--- config.mk ---
export PLATFORM = sky130hd
export DESIGN_NAME = down_timer
export DESIGN_NICKNAME = d
export VERILOG_FILES = /design/src/rtl/cntr_pkg.sv /design/src/rtl/dec_cntr.sv /design/src/rtl/down_timer.sv
export SDC_FILE = /design/constraint.sdc
export NUM_CORES = 1
export LEC_CHECK = 0
export ABC_AREA = 1
export CORE_AREA = 2 2 45 47
export DETAILED_ROUTE_END_ITERATION = 10
export DIE_AREA = 0 0 47 49
export HOLD_SLACK_MARGIN = 0.02
export PLACE_DENSITY_LB_ADDON = 0.2
export SLEW_MARGIN = 40
export SYNTH_ARGS = -nofsm -noshare
export SYNTH_HDL_FRONTEND = slang
export SYNTH_SLANG_ARGS = --single-unit
--- constraint.sdc ---
create_clock -name i_clk -period 1.4 [get_ports i_clk]
set_clock_uncertainty 0.05 [all_clocks]
set_input_delay 0.35 -clock i_clk [delete_from_list [all_inputs] [get_ports i_clk]]
set_output_delay 0.35 -clock i_clk [all_outputs]
set_load 0.02 [all_outputs]
--- src/rtl/cntr_pkg.sv ---
// Shared types for the down_timer block: FSM state encoding and width limits.
package cntr_pkg;

    typedef enum logic [1:0] {
        StIdle  = 2'd0,
        StRun   = 2'd1,
        StPause = 2'd2,
        StDone  = 2'd3
    } state_e;

    localparam int unsigned MinWidth = 2;

    function automatic logic state_is_busy(input state_e s);
        return (s == StRun) || (s == StPause);
    endfunction

endpackage

--- src/rtl/dec_cntr.sv ---
// Loadable WIDTH-bit down counter with synchronous reset; saturates at zero.
module dec_cntr #(
    parameter int unsigned WIDTH = 4
) (
    input  logic             i_clk,
    input  logic             i_rst,
    input  logic             i_load,
    input  logic [WIDTH-1:0] i_load_val,
    input  logic             i_dec,
    output logic [WIDTH-1:0] o_count
);

    localparam logic [WIDTH-1:0] One = {{(WIDTH-1){1'b0}}, 1'b1};

    logic [WIDTH-1:0] r_count;

    // Decrement is gated on non-zero so the counter can never wrap.
    always_ff @(posedge i_clk) begin
        if (i_rst) begin
            r_count <= '0;
        end else if (i_load) begin
            r_count <= i_load_val;
        end else if (i_dec && (r_count != '0)) begin
            r_count <= r_count - One;
        end
    end

    assign o_count = r_count;

endmodule

--- src/rtl/down_timer.sv ---
// Countdown timer: IDLE/RUN/PAUSE/DONE control FSM driving a dec_cntr datapath.
module down_timer
    import cntr_pkg::*;
#(
    parameter int unsigned WIDTH = 4
) (
    input  logic             i_clk,
    input  logic             i_rst,
    input  logic             i_load,
    input  logic [WIDTH-1:0] i_load_val,
    input  logic             i_start,
    input  logic             i_pause,
    input  logic             i_stop,
    output logic [WIDTH-1:0] o_count,
    output logic             o_busy,
    output logic             o_done,
    output logic             o_zero
);

    localparam logic [WIDTH-1:0] One = {{(WIDTH-1){1'b0}}, 1'b1};

    state_e           r_state;
    state_e           w_state_next;
    logic             r_busy;
    logic             r_done;
    logic             w_load;
    logic             w_dec;
    logic [WIDTH-1:0] w_count;

    dec_cntr #(
        .WIDTH(WIDTH)
    ) u_dec_cntr (
        .i_clk      (i_clk),
        .i_rst      (i_rst),
        .i_load     (w_load),
        .i_load_val (i_load_val),
        .i_dec      (w_dec),
        .o_count    (w_count)
    );

    // Priority stop > pause > start > load; in IDLE stop/pause mask start and load.
    always_comb begin
        w_state_next = r_state;
        w_load       = 1'b0;
        w_dec        = 1'b0;
        unique case (r_state)
            StIdle: begin
                if (!i_stop && !i_pause) begin
                    if (i_start) begin
                        w_state_next = (w_count == '0) ? StDone : StRun;
                    end else if (i_load) begin
                        w_load = 1'b1;
                    end
                end
            end
            StRun: begin
                if (i_stop) begin
                    w_state_next = StIdle;
                end else if (i_pause) begin
                    w_state_next = StPause;
                end else begin
                    w_dec = 1'b1;
                    if (w_count == One) begin
                        w_state_next = StDone;
                    end
                end
            end
            StPause: begin
                if (i_stop) begin
                    w_state_next = StIdle;
                end else if (!i_pause && i_start) begin
                    w_state_next = StRun;
                end
            end
            StDone: begin
                w_state_next = StIdle;
            end
            default: begin
                w_state_next = StIdle;
            end
        endcase
    end

    // busy/done are flopped alongside the state so they cannot glitch on encoding changes.
    always_ff @(posedge i_clk) begin
        if (i_rst) begin
            r_state <= StIdle;
            r_busy  <= 1'b0;
            r_done  <= 1'b0;
        end else begin
            r_state <= w_state_next;
            r_busy  <= state_is_busy(w_state_next);
            r_done  <= (w_state_next == StDone);
        end
    end

    assign o_count = w_count;
    assign o_busy  = r_busy;
    assign o_done  = r_done;
    assign o_zero  = (w_count == '0);

endmodule
[Word-level counts from Yosys, hierarchy flattened]
Cells that the tools add are included.
Operators by class
  equal/unequal tests: 7
  reduce and logical (&&, ||, !) cells: 10
  multiplexer cells: 18
  $add $sub $neg: 1
Operators with widths (number)
  two-way mux 2 bit: 8
  equality test 2 bit (second input constant): 4
  two-way mux 4 bit: 2
  case mux 2 bit (4 select lines): 1
  two-way mux 1 bit: 7
  equality test 2 x 1 -> 1 bit (second input constant): 2
  equality test 4 x 1 -> 1 bit (second input constant): 1
  zero test 4 bit: 1
  nonzero test 4 bit: 1
  subtractor 4 x 1 -> 4 bit (second input constant): 1
  logical AND 1 bit: 3
  zero test 1 bit: 2
  zero test 2 bit: 1
  nonzero test 2 bit: 1
  logical OR 1 bit: 1
Storage, ports and cells
  flip-flop bits (word level): 8

[Depth between registers and ports, before layout]
  depth after elaboration: 7
  gate-level depth with buffers: 11

[Cells and area by module]
Synthesis repeated with hierarchy kept, for this count alone.
Unflattened totals
  cell total of the unflattened synthesis: 78
  area, all modules: 536.8 um^2
By module, submodules not included
  dec_cntr: instances 1, cells an instance 40, area an instance 270.3 um^2
  down_timer: instances 1, cells an instance 38, area an instance 266.5 um^2

[Worst setup path after synthesis]
Ideal clock, no wire load.
  path type: register -> register
  from: reg u_dec_cntr.r_count[0], in the netlist u_dec_cntr.o_count[0]
  to: reg r_busy, in the netlist o_busy
  arrival: 1.720 ns
  setup slack: -0.479 ns
  cell stages (with the launch flop): 12
  path through: dfxtp_1 -> inv_1 -> ha_1 -> inv_1 -> nor2_2 -> nand2_2 -> clkinv_1 -> nand4_1 -> nand2_1 -> ha_1 -> inv_1 -> nor2_1
Between the ends
  cells in the longest elaborated chain, start to end: 7
  elaborated cells between the ends (all ways): 12
RTL lines
  start, declared: RTL line dec_cntr.sv:15  | logic [WIDTH-1:0] r_count;
  start signal, assigned: RTL line dec_cntr.sv:22  | r_count <= i_load_val;
  start signal, assigned: RTL line dec_cntr.sv:24  | r_count <= r_count - One;
  zero test 4 bit *
  via o_zero: RTL line down_timer.sv:17  | output logic o_zero
  two-way mux 2 bit *: RTL line down_timer.sv:50  | w_state_next = (w_count == '0) ? StDone : StRun;
  two-way mux 2 bit *: RTL line down_timer.sv:49  | if (i_start) begin
  two-way mux 2 bit *: RTL line down_timer.sv:48  | if (!i_stop && !i_pause) begin
  case mux 2 bit (4 select lines) *: RTL line down_timer.sv:46  | unique case (r_state)
  via w_state_next[1]: RTL line down_timer.sv:23  | state_e w_state_next;
  equality test 2 x 1 -> 1 bit / equality test 2 bit (equally long branches): RTL line cntr_pkg.sv:14  | return (s == StRun) || (s == StPause);
  logical OR 1 bit *: RTL line cntr_pkg.sv:14
  end signal, assigned: RTL line down_timer.sv:92  | r_busy <= state_is_busy(w_state_next);
  end, declared: RTL line down_timer.sv:24  | logic r_busy;
The timed path passes the listed nets; every way through them passes the cells marked *.
A chain may end at the register's enable or synchronous reset.

[Worst setup path after layout]
  from: reg u_dec_cntr.r_count[1], in the netlist u_dec_cntr.o_count[1]
  to: out o_zero
Between the ends
  cells in the longest elaborated chain, start to end: 1
RTL lines
  zero test 4 bit: RTL line down_timer.sv:100  | assign o_zero = (w_count == '0);
  end, declared: RTL line down_timer.sv:17
No other way between the ends.

==> qor.yml <==
area.growth.synth_to_final_pct: 72.9
port_buffers: 16
min_period_ns: 1.57
ys_seq_area_share_pct: 28.2
r2r-start: "u_dec_cntr.o_count[0]"
die_area_mm2: 0.00230
p_sw_share_pct: 31.5
synth_area_leaders: "dfxtp_1 (28%), inv_1 (12%), nand2_1 (11%)"
required_ns: 1.00
combPwrFrac_pct: 31.1
cp-end-kind: "output pin"
drt_iter0_drc: 7
ys_ff_latch: 8
p_seq_share_pct: 37.3
h-tree-depth: 1
cap_violations: 0
drc: 0
yosysTopAreaCellShare_pct: 28.2
yosysWarnings: 0
die_h_um: 49
cts-buffers-inserted: 3
cp-endpoint: "o_zero"
hold-worst-slack_ns: 0.547
ff2ff_setup_slack_ns: -0.11
grt_first_pass_wirelength_um: 2450
worstPathMaxFanout: 2
fmax_mhz: 638
grt_use_total_pct: 14.7
yosysTopAreaCell: "dfxtp_1"
crit_start: "u_dec_cntr.o_count[1]"
max-vdd-ir-drop_mv: 0.370
min_path_type: "flip-flop to flip-flop"
report.final.hold_viol_count: 0
nets: 133
io_pins: 17
clkPwrFrac_pct: 31.5
antenna_found_initial: 0
rows: 16
synthDistinctLibCells: 19
ant_nets: 0
avgSynthCellArea_um2: 6.84
diodes: 0
gp_congestion: 0.841
slew_headroom_pct: 83.9
overflow: 0
p_int_uw: 443
ff2ff_path_depth: 11
powerDensity_mw_per_mm2: 658
p_sw_uw: 203
final_cell_mix: "inv_1 (15), nand2_1 (14), buf_4 (14)"
maxSlewViolCount: 0
dpl.hpwl_um: 1110
fin_crit_sh_pct: 112
root_buffer: "clkbuf_4"
r2r-end: "o_busy"
clk_latency_ns: 0.27
grt_max_degree: 8
rsz0062_at_grt: "yes"
cts_tree: "yes"
coreArea_mm2: 0.00184
clockBufferDepth: 2
violations: "negative setup slack"
die_w_um: 47
placement.setup.worst_slack_ns: -0.388
avgRoutedWirePerCell_um: 9.70
post_drt_via_cell_ratio: 4.24
critical_path_class: "flip-flop to output pin"
synthCells: 83
drt_first_pass_iters: 4
clkTransAtPathRegs_ns: 0.06
numClockSinks: 8
drive_above_1_share_pct: 44.5
vias: 619
tightest_slew_ns: 0.241
syn_nets: 96
fin_setup_tns_ns: -0.376
arrival_ns: 1.17
final_util_pct: 53.3
p_leak_uw: 0.000465
status: "finished, violations left"
setup_viol: 3
grt_pass1_vias: 593
synth.cell_area_um2: 568
final_common_cell: "inv_1"
start_util_pct: 30.8
worstSetupStartpointType: "flip-flop"
routed_wl_um: 1420
setup_ws_ns: -0.168
## power by group through the flow
stage / sequential (uW) / combinational, uW / clock, uW
after global placement: 245 / 186 / 0
after global routing: 242 / 223 / 226
final: 241 / 201 / 204
after detailed placement: 245 / 187 / 0
after CTS: 241 / 192 / 203
after floorplan: 256 / 86.3 / 0
## cells in the mapped netlist
cell,instances
nand3_4,1
nor2_2,2
a21oi_2,1
dfxtp_1,8
nand2_2,3
clkinv_1,1
nand4_1,3
inv_1,18
nand3_1,6
nor2_4,3
o21ai_0,3
inv_2,1
o21ai_1,1
nor2_1,6
a21oi_1,4
nand2_1,16
nand3_2,1
ha_1,3
nand2_4,2
## per-layer routing
metal,global-route usage [%],share of wire (%),vias up
met5,0,0,-
met4,6.94,1.9,0
met3,2.22,4.2,4
met2,22.6,48,9
met1,19.6,46,273
li1,-,-,333
## worst min-delay path by stage
stage	from	to	slack (ns)	cells past startpoint
after detailed placement	u_dec_cntr.o_count[3]	u_dec_cntr.o_count[3]	0.54	3
after CTS	u_dec_cntr.o_count[3]	u_dec_cntr.o_count[3]	0.55	3
after global placement	u_dec_cntr.o_count[3]	u_dec_cntr.o_count[3]	0.53	3
final	u_dec_cntr.o_count[3]	u_dec_cntr.o_count[3]	0.55	3
after floorplan	i_rst	u_dec_cntr.o_count[1]	0.35	1
after global routing	u_dec_cntr.o_count[3]	u_dec_cntr.o_count[3]	0.57	3
## through the flow
step / instances / cell area [um^2] / total power, uW
2_1_floorplan: 83 / 596 / 342
3_3_place_gp: 138 / 880 / 431
3_5_place_dp: 138 / 880 / 433
4_1_cts: 145 / 948 / 636
5_1_grt: 146 / 982 / 690
6_report: 146 / 982 / 646
## registers in the layout (all words and copies together), names as in the netlist
| signal | cells |
|---|---|
| u_dec_cntr.o_count | 4 |
| r_state | 2 |
| o_busy | 1 |
| o_done | 1 |
## layout make-up
cell class / instances / area (um^2)
fill: 179 / 860
timing repair buffer: 32 / 275
clock buffer: 4 / 26.3
multi-input combinational: 55 / 393
sequential: 8 / 169
inverter: 20 / 85.1
tap: 27 / 33.8
## critical path, cell delays in order (launching register included)
cell and delay [ns]:
dfxtp_4 0.35, inv_4 0.04, ha_4 0.15, inv_2 0.06, nor2_4 0.04, nand2_2 0.09, clkinv_4 0.05, buf_6 0.12
## repair_timing
item,CTS,global route
hold buffers,0,0
pin swaps,5,4
setup endpoints to repair,12,8
gates resized for setup,33,10
buffers inserted,3,1
## cell families after synthesis
family,share of synthesized area [%]
fa+ha+maj,6.61
compound gates,8.59
flops,28.2
buf+inv,13.2
simple gates,43.4
(Power assumes the default switching activity.)
